`src/rtl/mem_port_arbiter_if.sv`:
```
// rtl/mem_port_arbiter_if.sv - bundle of IF/LS request channels and memory port for mem_port_arbiter
// Purpose: groups the instruction-fetch and load/store req/gnt/rvalid channels together with
//          the unified memory port signals.
// Modports:
//   slave  - the arbiter: samples requests and mem_rdata, drives grants, responses, mem_* strobes
//   master - requesters and memory: drive requests and mem_rdata, observe everything else
interface mem_port_arbiter_if;
  logic        if_req;
  logic [31:0] if_addr;
  logic        if_gnt;
  logic        if_rvalid;
  logic [31:0] if_rdata;

  logic        ls_req;
  logic        ls_we;
  logic [1:0]  ls_size;
  logic        ls_unsigned;
  logic [31:0] ls_addr;
  logic [31:0] ls_wdata;
  logic        ls_gnt;
  logic        ls_rvalid;
  logic [31:0] ls_rdata;
  logic        ls_err;

  logic [31:0] mem_address;
  logic [31:0] mem_writeData;
  logic        mem_memRead;
  logic        mem_memWrite;
  logic [31:0] mem_rdata;

  modport slave (
    input  if_req, if_addr,
    input  ls_req, ls_we, ls_size, ls_unsigned, ls_addr, ls_wdata,
    input  mem_rdata,
    output if_gnt, if_rvalid, if_rdata,
    output ls_gnt, ls_rvalid, ls_rdata, ls_err,
    output mem_address, mem_writeData, mem_memRead, mem_memWrite
  );

  modport master (
    output if_req, if_addr,
    output ls_req, ls_we, ls_size, ls_unsigned, ls_addr, ls_wdata,
    output mem_rdata,
    input  if_gnt, if_rvalid, if_rdata,
    input  ls_gnt, ls_rvalid, ls_rdata, ls_err,
    input  mem_address, mem_writeData, mem_memRead, mem_memWrite
  );
endinterface

```
`src/rtl/mem_port_arbiter.sv`:
```
// rtl/mem_port_arbiter.sv - round-robin IF/LS arbiter for a single byte-addressed memory port
// Purpose: shares one memory port between instruction fetch and load/store. One transaction
//          is outstanding at a time. Byte/half stores are done as read-modify-write because the
//          memory always writes 4 bytes. Sub-word loads are sign/zero extended.
// Ports:
//   clk   - clock, all state changes on posedge
//   reset - synchronous, active-high
//   bus   - mem_port_arbiter_if.slave: IF and LS req/gnt/rvalid channels plus mem_* port
// Parameters:
//   MEM_BYTES - memory size in bytes; addresses above MEM_BYTES-4 are out of range
// Build option:
//   MISALIGN_TRAP_EN - when defined, misaligned LS half/word and IF accesses are rejected
//                      without touching memory
module mem_port_arbiter #(
  parameter int unsigned MEM_BYTES = 256
) (
  input logic               clk,
  input logic               reset,
  mem_port_arbiter_if.slave bus
);

  typedef enum logic [2:0] {IDLE, ACCESS, RMW_RD, RMW_WR, RESP} state_t;

  localparam logic [31:0] LAST_WORD = 32'(MEM_BYTES - 4);

  state_t      state_q;
  logic        last_ls_q;
  logic        owner_ls_q;
  logic        we_q;
  logic        uns_q;
  logic [1:0]  size_q;
  logic [31:0] wdata_q;
  logic        if_rvalid_q;
  logic [31:0] if_rdata_q;
  logic        ls_rvalid_q;
  logic        ls_err_q;
  logic [31:0] ls_rdata_q;
  logic [31:0] mem_address_q;
  logic [31:0] mem_writeData_q;
  logic        mem_memRead_q;
  logic        mem_memWrite_q;

  logic        grant_if_d;
  logic        grant_ls_d;
  logic [31:0] sel_addr_d;
  logic        sel_we_d;
  logic [1:0]  sel_size_d;
  logic        sel_rmw_d;
  logic        sel_misalign_d;
  logic        sel_reject_d;

  function automatic logic [31:0] extend(input logic [31:0] d, input logic [1:0] size,
                                         input logic uns);
    case (size)
      2'd0:    return {{24{~uns & d[7]}}, d[7:0]};
      2'd1:    return {{16{~uns & d[15]}}, d[15:0]};
      default: return d;
    endcase
  endfunction

  function automatic logic [31:0] merge(input logic [31:0] old, input logic [31:0] wd,
                                        input logic half);
    return half ? {old[31:16], wd[15:0]} : {old[31:8], wd[7:0]};
  endfunction

  // Grant is combinational in IDLE so a request withdrawn before this cycle is never granted;
  // on a tie the requester that did not win last time takes the port.
  assign grant_ls_d = (state_q == IDLE) && !reset && bus.ls_req && (!bus.if_req || !last_ls_q);
  assign grant_if_d = (state_q == IDLE) && !reset && bus.if_req && (!bus.ls_req || last_ls_q);

  assign sel_addr_d = grant_ls_d ? bus.ls_addr : bus.if_addr;
  assign sel_we_d   = grant_ls_d & bus.ls_we;
  assign sel_size_d = grant_ls_d ? bus.ls_size : 2'd2;
  assign sel_rmw_d  = sel_we_d & ~sel_size_d[1];

`ifdef MISALIGN_TRAP_EN
  assign sel_misalign_d = ((sel_size_d == 2'd1) && sel_addr_d[0]) ||
                          (sel_size_d[1] && (sel_addr_d[1:0] != 2'b00));
`else
  assign sel_misalign_d = 1'b0;
`endif

  assign sel_reject_d = (sel_addr_d > LAST_WORD) || sel_misalign_d;

  assign bus.if_gnt        = grant_if_d;
  assign bus.ls_gnt        = grant_ls_d;
  assign bus.if_rvalid     = if_rvalid_q;
  assign bus.if_rdata      = if_rdata_q;
  assign bus.ls_rvalid     = ls_rvalid_q;
  assign bus.ls_rdata      = ls_rdata_q;
  assign bus.ls_err        = ls_err_q;
  assign bus.mem_address   = mem_address_q;
  assign bus.mem_writeData = mem_writeData_q;
  // Strobes are masked while reset is high so an aborted RMW can never write in that cycle.
  assign bus.mem_memRead   = mem_memRead_q & ~reset;
  assign bus.mem_memWrite  = mem_memWrite_q & ~reset;

  always_ff @(posedge clk) begin
    if (reset) begin
      state_q         <= IDLE;
      last_ls_q       <= 1'b0;
      owner_ls_q      <= 1'b0;
      we_q            <= 1'b0;
      uns_q           <= 1'b0;
      size_q          <= 2'd0;
      wdata_q         <= 32'd0;
      if_rvalid_q     <= 1'b0;
      if_rdata_q      <= 32'd0;
      ls_rvalid_q     <= 1'b0;
      ls_err_q        <= 1'b0;
      ls_rdata_q      <= 32'd0;
      mem_address_q   <= 32'd0;
      mem_writeData_q <= 32'd0;
      mem_memRead_q   <= 1'b0;
      mem_memWrite_q  <= 1'b0;
    end else begin
      case (state_q)
        IDLE: begin
          if (grant_if_d || grant_ls_d) begin
            last_ls_q  <= grant_ls_d;
            owner_ls_q <= grant_ls_d;
            we_q       <= sel_we_d;
            size_q     <= sel_size_d;
            uns_q      <= bus.ls_unsigned;
            wdata_q    <= bus.ls_wdata;
            if (sel_reject_d) begin
              // Rejected access: answer next cycle with zero data, never strobe memory.
              state_q <= RESP;
              if (grant_ls_d) begin
                ls_rvalid_q <= 1'b1;
                ls_err_q    <= 1'b1;
                ls_rdata_q  <= 32'd0;
              end else begin
                if_rvalid_q <= 1'b1;
                if_rdata_q  <= 32'd0;
              end
            end else if (sel_rmw_d) begin
              state_q       <= RMW_RD;
              mem_address_q <= sel_addr_d;
              mem_memRead_q <= 1'b1;
            end else begin
              state_q       <= ACCESS;
              mem_address_q <= sel_addr_d;
              if (sel_we_d) begin
                mem_memWrite_q  <= 1'b1;
                mem_writeData_q <= bus.ls_wdata;
              end else begin
                mem_memRead_q <= 1'b1;
              end
            end
          end
        end

        ACCESS: begin
          state_q         <= RESP;
          mem_address_q   <= 32'd0;
          mem_writeData_q <= 32'd0;
          mem_memRead_q   <= 1'b0;
          mem_memWrite_q  <= 1'b0;
          if (owner_ls_q) begin
            ls_rvalid_q <= 1'b1;
            ls_err_q    <= 1'b0;
            ls_rdata_q  <= we_q ? 32'd0 : extend(bus.mem_rdata, size_q, uns_q);
          end else begin
            if_rvalid_q <= 1'b1;
            if_rdata_q  <= bus.mem_rdata;
          end
        end

        RMW_RD: begin
          // mem_writeData_q doubles as the merge register: the old word with the new
          // byte/half spliced in is exactly what RMW_WR must drive.
          state_q         <= RMW_WR;
          mem_memRead_q   <= 1'b0;
          mem_memWrite_q  <= 1'b1;
          mem_writeData_q <= merge(bus.mem_rdata, wdata_q, size_q[0]);
        end

        RMW_WR: begin
          state_q         <= RESP;
          mem_address_q   <= 32'd0;
          mem_writeData_q <= 32'd0;
          mem_memWrite_q  <= 1'b0;
          ls_rvalid_q     <= 1'b1;
          ls_err_q        <= 1'b0;
          ls_rdata_q      <= 32'd0;
        end

        RESP: begin
          state_q     <= IDLE;
          if_rvalid_q <= 1'b0;
          ls_rvalid_q <= 1'b0;
          ls_err_q    <= 1'b0;
        end

        default: state_q <= IDLE;
      endcase
    end
  end

endmodule

```
`src/flat_wrapper.sv`:
```
// flat-port wrapper written by rule: the top's interface ports become plain ports
module mem_port_arbiter_flat 
#(
  parameter int unsigned MEM_BYTES = 256
)
  (clk, reset, bus_if_req, bus_if_addr, bus_ls_req, bus_ls_we, bus_ls_size, bus_ls_unsigned, bus_ls_addr, bus_ls_wdata, bus_mem_rdata, bus_if_gnt, bus_if_rvalid, bus_if_rdata, bus_ls_gnt, bus_ls_rvalid, bus_ls_rdata, bus_ls_err, bus_mem_address, bus_mem_writeData, bus_mem_memRead, bus_mem_memWrite);
  mem_port_arbiter_if bus_i ();
  input logic clk;
  input logic reset;
  input wire logic [$bits(bus_i.if_req)-1:0] bus_if_req;
  input wire logic [$bits(bus_i.if_addr)-1:0] bus_if_addr;
  input wire logic [$bits(bus_i.ls_req)-1:0] bus_ls_req;
  input wire logic [$bits(bus_i.ls_we)-1:0] bus_ls_we;
  input wire logic [$bits(bus_i.ls_size)-1:0] bus_ls_size;
  input wire logic [$bits(bus_i.ls_unsigned)-1:0] bus_ls_unsigned;
  input wire logic [$bits(bus_i.ls_addr)-1:0] bus_ls_addr;
  input wire logic [$bits(bus_i.ls_wdata)-1:0] bus_ls_wdata;
  input wire logic [$bits(bus_i.mem_rdata)-1:0] bus_mem_rdata;
  output wire logic [$bits(bus_i.if_gnt)-1:0] bus_if_gnt;
  output wire logic [$bits(bus_i.if_rvalid)-1:0] bus_if_rvalid;
  output wire logic [$bits(bus_i.if_rdata)-1:0] bus_if_rdata;
  output wire logic [$bits(bus_i.ls_gnt)-1:0] bus_ls_gnt;
  output wire logic [$bits(bus_i.ls_rvalid)-1:0] bus_ls_rvalid;
  output wire logic [$bits(bus_i.ls_rdata)-1:0] bus_ls_rdata;
  output wire logic [$bits(bus_i.ls_err)-1:0] bus_ls_err;
  output wire logic [$bits(bus_i.mem_address)-1:0] bus_mem_address;
  output wire logic [$bits(bus_i.mem_writeData)-1:0] bus_mem_writeData;
  output wire logic [$bits(bus_i.mem_memRead)-1:0] bus_mem_memRead;
  output wire logic [$bits(bus_i.mem_memWrite)-1:0] bus_mem_memWrite;
  assign bus_i.if_req = bus_if_req;
  assign bus_i.if_addr = bus_if_addr;
  assign bus_i.ls_req = bus_ls_req;
  assign bus_i.ls_we = bus_ls_we;
  assign bus_i.ls_size = bus_ls_size;
  assign bus_i.ls_unsigned = bus_ls_unsigned;
  assign bus_i.ls_addr = bus_ls_addr;
  assign bus_i.ls_wdata = bus_ls_wdata;
  assign bus_i.mem_rdata = bus_mem_rdata;
  assign bus_if_gnt = bus_i.if_gnt;
  assign bus_if_rvalid = bus_i.if_rvalid;
  assign bus_if_rdata = bus_i.if_rdata;
  assign bus_ls_gnt = bus_i.ls_gnt;
  assign bus_ls_rvalid = bus_i.ls_rvalid;
  assign bus_ls_rdata = bus_i.ls_rdata;
  assign bus_ls_err = bus_i.ls_err;
  assign bus_mem_address = bus_i.mem_address;
  assign bus_mem_writeData = bus_i.mem_writeData;
  assign bus_mem_memRead = bus_i.mem_memRead;
  assign bus_mem_memWrite = bus_i.mem_memWrite;
  mem_port_arbiter #(.MEM_BYTES(MEM_BYTES)) u_core (.clk(clk), .reset(reset), .bus(bus_i));
endmodule
```
`config.mk`:
```
export PLATFORM = sky130hd
export DESIGN_NAME = mem_port_arbiter_flat
export DESIGN_NICKNAME = d
export VERILOG_FILES = /design/src/rtl/mem_port_arbiter_if.sv /design/src/rtl/mem_port_arbiter.sv /design/src/flat_wrapper.sv
export SDC_FILE = /design/constraint.sdc
export NUM_CORES = 1
export LEC_CHECK = 0
export CORE_MARGIN = 2
export CORE_UTILIZATION = 47
export DETAILED_ROUTE_END_ITERATION = 8
export HOLD_SLACK_MARGIN = 0.05
export MAX_ROUTING_LAYER = met4
export PLACE_DENSITY_LB_ADDON = 0.05
export SKIP_CTS_REPAIR_TIMING = 1
export SYNTH_ARGS = -nofsm -noshare
export SYNTH_HDL_FRONTEND = slang
export SYNTH_SLANG_ARGS = --single-unit
export TNS_END_PERCENT = 20
```
`constraint.sdc`:
```
create_clock -name clk -period 5.7 [get_ports clk]
set_input_delay 1.14 -clock clk [delete_from_list [all_inputs] [get_ports clk]]
set_output_delay 1.14 -clock clk [all_outputs]
set_load 0.05 [all_outputs]
```
==> results by group, run 1 <==
Power
  – Leak: 3.627 nW
  – Internal power: 0.002047 W
  – P_sw: 0.0006378 W
  – Comb pwr share: 0.115
  – Sw Share: 0.2375
  – VDD IR max: 0.2176 mV
  – Clock share of power: 0.464
  – P per Cell Area: 266.6 mW/mm^2
  – Final Total Pwr: 0.002685 W
  – Share of power burned in registers: 0.421

Synthesis
  – Post-synthesis mux area share: 0.05365
  – Area fraction in compound gates after synthesis: 0.2324
  – Xor-xnor portion of the synthesized cell area: 0
  – Flop and latch count out of synthesis: 157
  – Synth Area in Simple Gates: 0.1936
  – Mean area per synthesized cell: 9.133 um^2
  – Adder-cell area share of the yosys netlist: 0
  – Mapped Cells: 738
  – Mapped cell area: 0.006740 mm^2
  – Post-synth cell types: 50
  – Largest family of logic cells by synthesized area: compound AO/OA/AOI/OAI gates
  – Seq/Total Area, Yosys: 0.4663
  – Synth warnings: 0
  – Syn Nets: 874

Critical path
  – Crit path DAT: 3410 ps
  – Cell mode on critical path: clkdlybuf4s50_1
  – Reg-to-reg slack, setup: 2720 ps
  – Slowest cell delay on critical path: 870 ps
  – Startpoint types: input pin
  – Setup CP Type: in -> out
  – Worst Path Required: 4560 ps
  – Critical path buffer and inverter count: 3
  – Delay-heaviest family, CP: buffers and inverters
  – Worst path slowest cell: clkdlybuf4s50_1
  – Crit path capture type: output pin
  – Cell Chain, Critical Path: clkdlybuf4s50_1 -> nand2b_1 -> a21oi_1 -> nand2_2 -> inv_2 -> clkdlybuf4s50_1
  – R2r endpoint: u_core.bus.mem_address[24]$_SDFFE_PP0P_
  – Reg2reg start: u_core.state_q[1]$_SDFFE_PP0P_
  – Worst Reg-to-Reg Cells: 5
  – CP max FO: 14

Clock network
  – Max Root-Sink Buffers: 2
  – Clk root buf: clkbuf_16
  – CTS HTree Levels: 4
  – Sink Count: 157
  – Worst-Skew Late Latency: 420 ps
  – CTS buffer count: 17
  – Clock transition at the registers of the reported paths: 60 ps
  – CTS tree: yes

Route
  – Pre-antenna DRT Iters: 5
  – Wire per inst: 18.19 um
  – Routed Antenna Nets: 0
  – Vias per cell: 5.634
  – DRC viols: 0
  – Vias: 6536
  – Final wirelength: 21100 um
  – Starting DRT DRC Count: 439

Timing
  – FMAX: 220.0 MHz
  – Final hold viol count: 0
  – Setup violators final: 0
  – Pin slew with the least headroom to its limit: 1113 ps
  – Worst Skew: 12.13 ps
  – RSZ-0062 raised after global routing: no
  – Final min period: 4545 ps
  – Fin. max-slew vios: 0
  – Final period utilization: 0.7975
  – Setup_tns: 0 ps
  – Slew headroom: 0.2555

Die
  – Core Area: 0.01393 mm^2
  – Starting Density: 0.4837
  – Ports: 271
  – Die Height: 123.8 um
  – Die area: 0.01532 mm^2
  – Die X-Extent: 123.8 um
  – Row Count: 43

Final layout
  – Commonest non-fill, non-tap cell in the layout: clkdlybuf4s50_1
  – Finished Core Util: 0.7227
  – Nets: 1103
  – Area growth, synth to finish: 49.42%
  – Fillers: 1067
  – Most frequent cells in the layout: 269 x clkdlybuf4s50_1, 157 x dfxtp_1, 82 x nor2_1
  – Share of cells above drive strength 1: 0.09796
  – N_diodes: 0

Global routing
  – Pin count of the biggest net entering global routing: 68
  – Vias in the first global route: 6264
  – GRT Util Overall: 0.2764
  – Initial antenna violation count: 0
  – Total grt overflow: 0
  – First-pass GRT wire length: 32010 um

Worst hold path
  – Hold Path Stages: 2
  – Hold crit path type: reg -> reg
  – Hold path start: u_core.bus.ls_rdata[12]$_SDFFE_PP0P_
  – Hold Crit Endpoint: u_core.bus.ls_rdata[12]$_SDFFE_PP0P_

Run
  – Max-Cap Viols: 0

Run status
  – Status: finished clean

Place
  – IO Port Bufs: 270
  – RePlAce Congestion: 0.8960
  – HPWL Detailed: 14840 um
-- metal layers --
layer | wire (um) | vias to the layer above | global-route usage
li1 | - | 3123 | -
met1 | 8713 | 3142 | 0.3269
met2 | 10400 | 244 | 0.4591
met3 | 1632 | 27 | 0.07830
met4 | 353 | 0 | 0.08097
met5 | 0 | - | -
-- worst reg2reg max path: stages (launching register included) --
cell and delay, ps:
dfxtp_1 660, nor2_1 230, a21oi_1 320, o221a_4 940, a21oi_2 440, and2_1 290
-- flip-flops by register name, indices dropped and copies added, names as in the netlist --
| signal | flops |
|---|---|
| u_core.last_ls_q | 1 |
| u_core.bus.ls_rdata | 32 |
| u_core.wdata_q | 16 |
| u_core.state_q | 3 |
| u_core.bus.mem_address | 32 |
| u_core.uns_q | 1 |
| u_core.bus.if_rdata | 32 |
| u_core.size_q | 2 |
| u_core.bus.ls_err | 1 |
| u_core.bus.ls_rvalid | 1 |
| u_core.mem_memWrite_q | 1 |
| u_core.bus.mem_writeData | 32 |
| u_core.we_q | 1 |
| u_core.mem_memRead_q | 1 |
| u_core.bus.if_rvalid | 1 |
-- cells in the mapped netlist (all sizes together) --
library cell | n | area [um^2]
nand4 | 5 | 31.28
or2 | 2 | 12.52
o41ai | 2 | 17.52
o221a | 1 | 11.26
o21ai | 28 | 140.1
a22oi | 33 | 247.7
a21oi | 74 | 411.6
nand3 | 35 | 175.2
o22ai | 2 | 12.51
nor2 | 85 | 321.6
nand2b | 5 | 33.78
clkinv | 1 | 3.750
inv | 5 | 18.76
dfxtp | 157 | 3143
a311oi | 32 | 461.7
clkbuf | 30 | 112.6
and3 | 24 | 150.1
mux2i | 26 | 260.3
nor3 | 3 | 31.28
nand2 | 57 | 224.0
and2 | 24 | 150.1
nor2b | 9 | 56.30
or3 | 2 | 12.51
o211a | 1 | 10.01
o31ai | 16 | 120.1
o21a | 2 | 15.01
mux2 | 9 | 101.4
or4b | 1 | 10.01
a211oi | 4 | 30.03
a31oi | 8 | 50.05
a211o | 1 | 8.760
o211ai | 4 | 30.03
nor4 | 13 | 96.34
buf | 37 | 229.0
-- cells by family after synthesis --
| logic type | Yosys count |
|---|---|
| DFF | 157 |
| buffers and inverters | 73 |
| AOI/OAI and AO/OA | 208 |
| muxes | 35 |
| and+or+nand+nor | 265 |
-- layout make-up --
class	instances	area, um^2	area share
clock buffer	18	439.2	0.04361
clock inverter	14	215.2	0.02137
inverter	6	22.52	0.002236
timing repair buffer	277	2753	0.2733
multi-input combinational	508	3273	0.3250
sequential	157	3143	0.3121
tap	180	225.2	0.02236
-- how the worst max path moves through the flow --
stage / start / to / slack [ps] / cells after the start
2_1_floorplan: reset / bus_mem_memWrite / 1990 / 5
3_3_place_gp: bus_ls_req / bus_ls_gnt / 1260 / 6
3_5_place_dp: bus_ls_req / bus_ls_gnt / 1190 / 6
4_1_cts: bus_ls_req / bus_ls_gnt / 1180 / 6
5_1_grt: bus_ls_req / bus_ls_gnt / 1060 / 6
6_report: bus_ls_req / bus_ls_gnt / 1150 / 6
-- stage by stage --
| step | setup WS (ps) | area [um^2] | cells | hold WS, ps |
|---|---|---|---|---|
| 2_1_floorplan | 1995 | 6740 | 738 | 431.9 |
| 3_3_place_gp | 1258 | 9417 | 1128 | 436.3 |
| 3_5_place_dp | 1191 | 9417 | 1128 | 443.5 |
| 4_1_cts | 1183 | 10070 | 1160 | 454.1 |
| 5_1_grt | 1060 | 10070 | 1160 | 477.1 |
| 6_report | 1155 | 10070 | 1160 | 452.9 |
-- power by group through the flow --
stage | Sequential (W) | Clock [W] | Combinational, W
detailed placement | 0.00115 | 0 | 0.000307
global route | 0.00113 | 0.00131 | 0.000331
floorplan | 0.00117 | 0 | 0.000149
finish | 0.00113 | 0.00125 | 0.000309
global placement | 0.00115 | 0 | 0.000301
CTS | 0.00113 | 0.00127 | 0.000309
Note: power is estimated with default switching activity, not from simulation.
==> run 2: changes to the inputs <==
Settings changed: CORE_UTILIZATION 47 to 39.
Clock period 5.7 ns to 3.8 ns, I/O delays scaled along.
==> run 2 against run 1 <==
  * Via count rose by 0.38%
  * Hold slack worse by 2.5 ps
  * Critical path type unchanged
  * Count of clock-buffer cells in the layout increased by 1
  * Sequential power up 50%
==> results by group, run 2 (same netlist as run 1, synthesis figures left out) <==
Clock network
  – CTS buffer count: 17 (unchanged)
  – Clock transition at the registers of the reported paths: 70 ps (was 60 ps)
  – Max Root-Sink Buffers: 2 (unchanged)
  – CTS HTree Levels: 4 (unchanged)
  – Worst-Skew Late Latency: 420 ps (about the same)
  – CTS tree: yes (unchanged)
  – Clk root buf: clkbuf_16 (unchanged)
  – Sink Count: 157 (unchanged)

Route
  – Starting DRT DRC Count: 373 (was 439)
  – Max layer used: met4 (unchanged)
  – Met3 wire len: 1629 um (was 1632 um)
  – Wire per inst: 17.95 um (was 18.19 um)
  – DRT met1 WL: 9425 um (was 8713 um)
  – DRC viols: 0 (unchanged)
  – Pre-antenna DRT Iters: 7 (was 5)
  – Vias: 6561 (was 6536)
  – Vias per cell: 5.404 (was 5.634)
  – Final wirelength: 21790 um (was 21100 um)
  – DR WL met2: 10400 um (about the same)
  – Routed Antenna Nets: 0 (unchanged)

Critical path
  – Crit path capture type: output pin (unchanged)
  – CP max FO: 13 (was 14)
  – Worst Path Required: 3040 ps (was 4560 ps)
  – Startpoint types: input pin (unchanged)
  – Slowest cell delay on critical path: 540 ps (was 870 ps)
  – Reg2reg start: u_core.state_q[1]$_SDFFE_PP0P_ (unchanged)
  – Delay-heaviest family, CP: buffers and inverters (unchanged)
  – Worst path slowest cell: clkdlybuf4s50_1 (unchanged)
  – Setup CP Type: in -> out (unchanged)
  – Critical path buffer and inverter count: 4 (was 3)
  – Crit path DAT: 2410 ps (was 3410 ps)
  – Crit. Startpoint: bus_ls_req (unchanged)
  – Cell Chain, Critical Path: clkdlybuf4s50_1 -> nand2b_1 -> a21oi_1 -> nand2_2 -> inv_2 -> buf_4 -> buf_12 (was clkdlybuf4s50_1 -> nand2b_1 -> a21oi_1 -> nand2_2 -> inv_2 -> clkdlybuf4s50_1)

Final layout
  – N_diodes: 0 (unchanged)
  – Nets: 1112 (was 1103)
  – Commonest non-fill, non-tap cell in the layout: clkdlybuf4s50_1 (unchanged)
  – Most frequent cells in the layout: 267 x clkdlybuf4s50_1, 157 x dfxtp_1, 82 x nor2_1 (was 269 x clkdlybuf4s50_1, 157 x dfxtp_1, 82 x nor2_1)
  – Share of cells above drive strength 1: 0.1082 (was 0.09796)
  – Area growth, synth to finish: 50.71% (was 49.42%)
  – Finished Core Util: 0.5935 (was 0.7227)

Timing
  – Final min period: 3166 ps
  – Worst Skew: 9.907 ps (was 12.13 ps)
  – Pin slew with the least headroom to its limit: 1150 ps (was 1113 ps)
  – Fin. max-slew vios: 0 (unchanged)
  – Final hold viol count: 0 (unchanged)
  – RSZ-0062 raised after global routing: no (unchanged)
  – Hold Slack: 450.3 ps (was 452.9 ps)
  – Setup_tns: 0 ps (unchanged)
  – Setup violators final: 0 (unchanged)
  – Slew headroom: 0.2328 (was 0.2555)
  – Final period utilization: 0.8333
  – FMAX: 315.8 MHz

Place
  – IO Port Bufs: 270 (unchanged)
  – RePlAce Congestion: 0.8994 (was 0.8960)
  – HPWL Detailed: 15810 um (was 14840 um)

Global routing
  – First-pass GRT wire length: 34110 um (was 32010 um)
  – Initial antenna violation count: 0 (unchanged)
  – Vias in the first global route: 6499 (was 6264)
  – Pin count of the biggest net entering global routing: 64 (was 68)
  – GRT Util Overall: 0.2439 (was 0.2764)
  – Total grt overflow: 0 (unchanged)

Worst hold path
  – Hold crit path type: reg -> reg (unchanged)
  – Hold path start: u_core.bus.ls_rdata[5]$_SDFFE_PP0P_ (was u_core.bus.ls_rdata[12]$_SDFFE_PP0P_)

Die
  – Ports: 271 (unchanged)
  – Row Count: 48 (was 43)
  – Core Area: 0.01712 mm^2 (was 0.01393 mm^2)
  – Die X-Extent: 135.5 um (was 123.8 um)
  – Die Height: 135.5 um (was 123.8 um)
  – Starting Density: 0.3938 (was 0.4837)
  – Die area: 0.01835 mm^2 (was 0.01532 mm^2)

Run
  – Max-Cap Viols: 0 (unchanged)

Power
  – Leak: 3.656 nW (was 3.627 nW)
  – VDD IR max: 0.2924 mV (was 0.2176 mV)
  – P per Cell Area: 378.2 mW/mm^2 (was 266.6 mW/mm^2)

Run status
  – Status: finished clean (unchanged)
## run 2: cell count changes in the layout (fill, tap and decap cells not counted), sizes merged
cell           previous run  this run
inv                       7         9
clkdlybuf4s50           269       267
clkinv                    6         8
buf                       8        19
bufinv                    5         1
clkbuf                   18        19
clkinvlp                  2         1
## run 2: worst paths after layout
kind | end | slack (ps) | depth (start not counted)
worst min register to register | u_core.bus.ls_rdata[5]$_SDFFE_PP0P_ | 450 | 2
worst min-delay path | u_core.bus.ls_rdata[5]$_SDFFE_PP0P_ | 450 | 2
worst max-delay path | bus_ls_gnt | 630 | 7
worst max register to register | u_core.bus.mem_writeData[4]$_SDFFE_PP0P_ | 1240 | 6
## run 2: per-layer routing
| layer | up-vias | GRT usage |
|---|---|---|
| li1 | 3137 | - |
| met1 | 3137 | 0.2972 |
| met2 | 256 | 0.3985 |
| met3 | 31 | 0.06061 |
| met4 | 0 | 0.07813 |
| met5 | - | - |
## run 2: area by class of cell
cell class              instances  area (um^2)
well taps                     225        281.5
repair buffers                286         2853
multi-input cells             508         3273
fillers                      1540         6958
clock inverters                13        132.6
inverters                       6        22.52
clock buffers                  19        452.9
flip-flops and latches        157         3143
## run 2: worst reg2reg max path, cell delays in order (launching register included)
cell and delay, ps:
dfxtp_1 690, nor2_1 260, a21oi_1 330, o221a_4 300, buf_4 440, a21oi_1 180, a311oi_2 280
## run 2: per-stage QoR
stage	worst slack (ps)	instances	power, W	area (um^2)
2_1_floorplan	854.5	738	0.001972	6740
3_3_place_gp	618.0	1182	0.002197	9573
3_5_place_dp	485.1	1182	0.002207	9573
4_1_cts	642.4	1214	0.003869	10160
5_1_grt	540.1	1214	0.003977	10160
6_report	633.6	1214	0.003842	10160
## run 2: power breakdown
part | switching, W | total [W] | internal [W]
registers | 0.0000225 | 0.00169 | 0.00167
clock network | 0.000720 | 0.00167 | 0.000952
logic | 0.000255 | 0.000477 | 0.000222
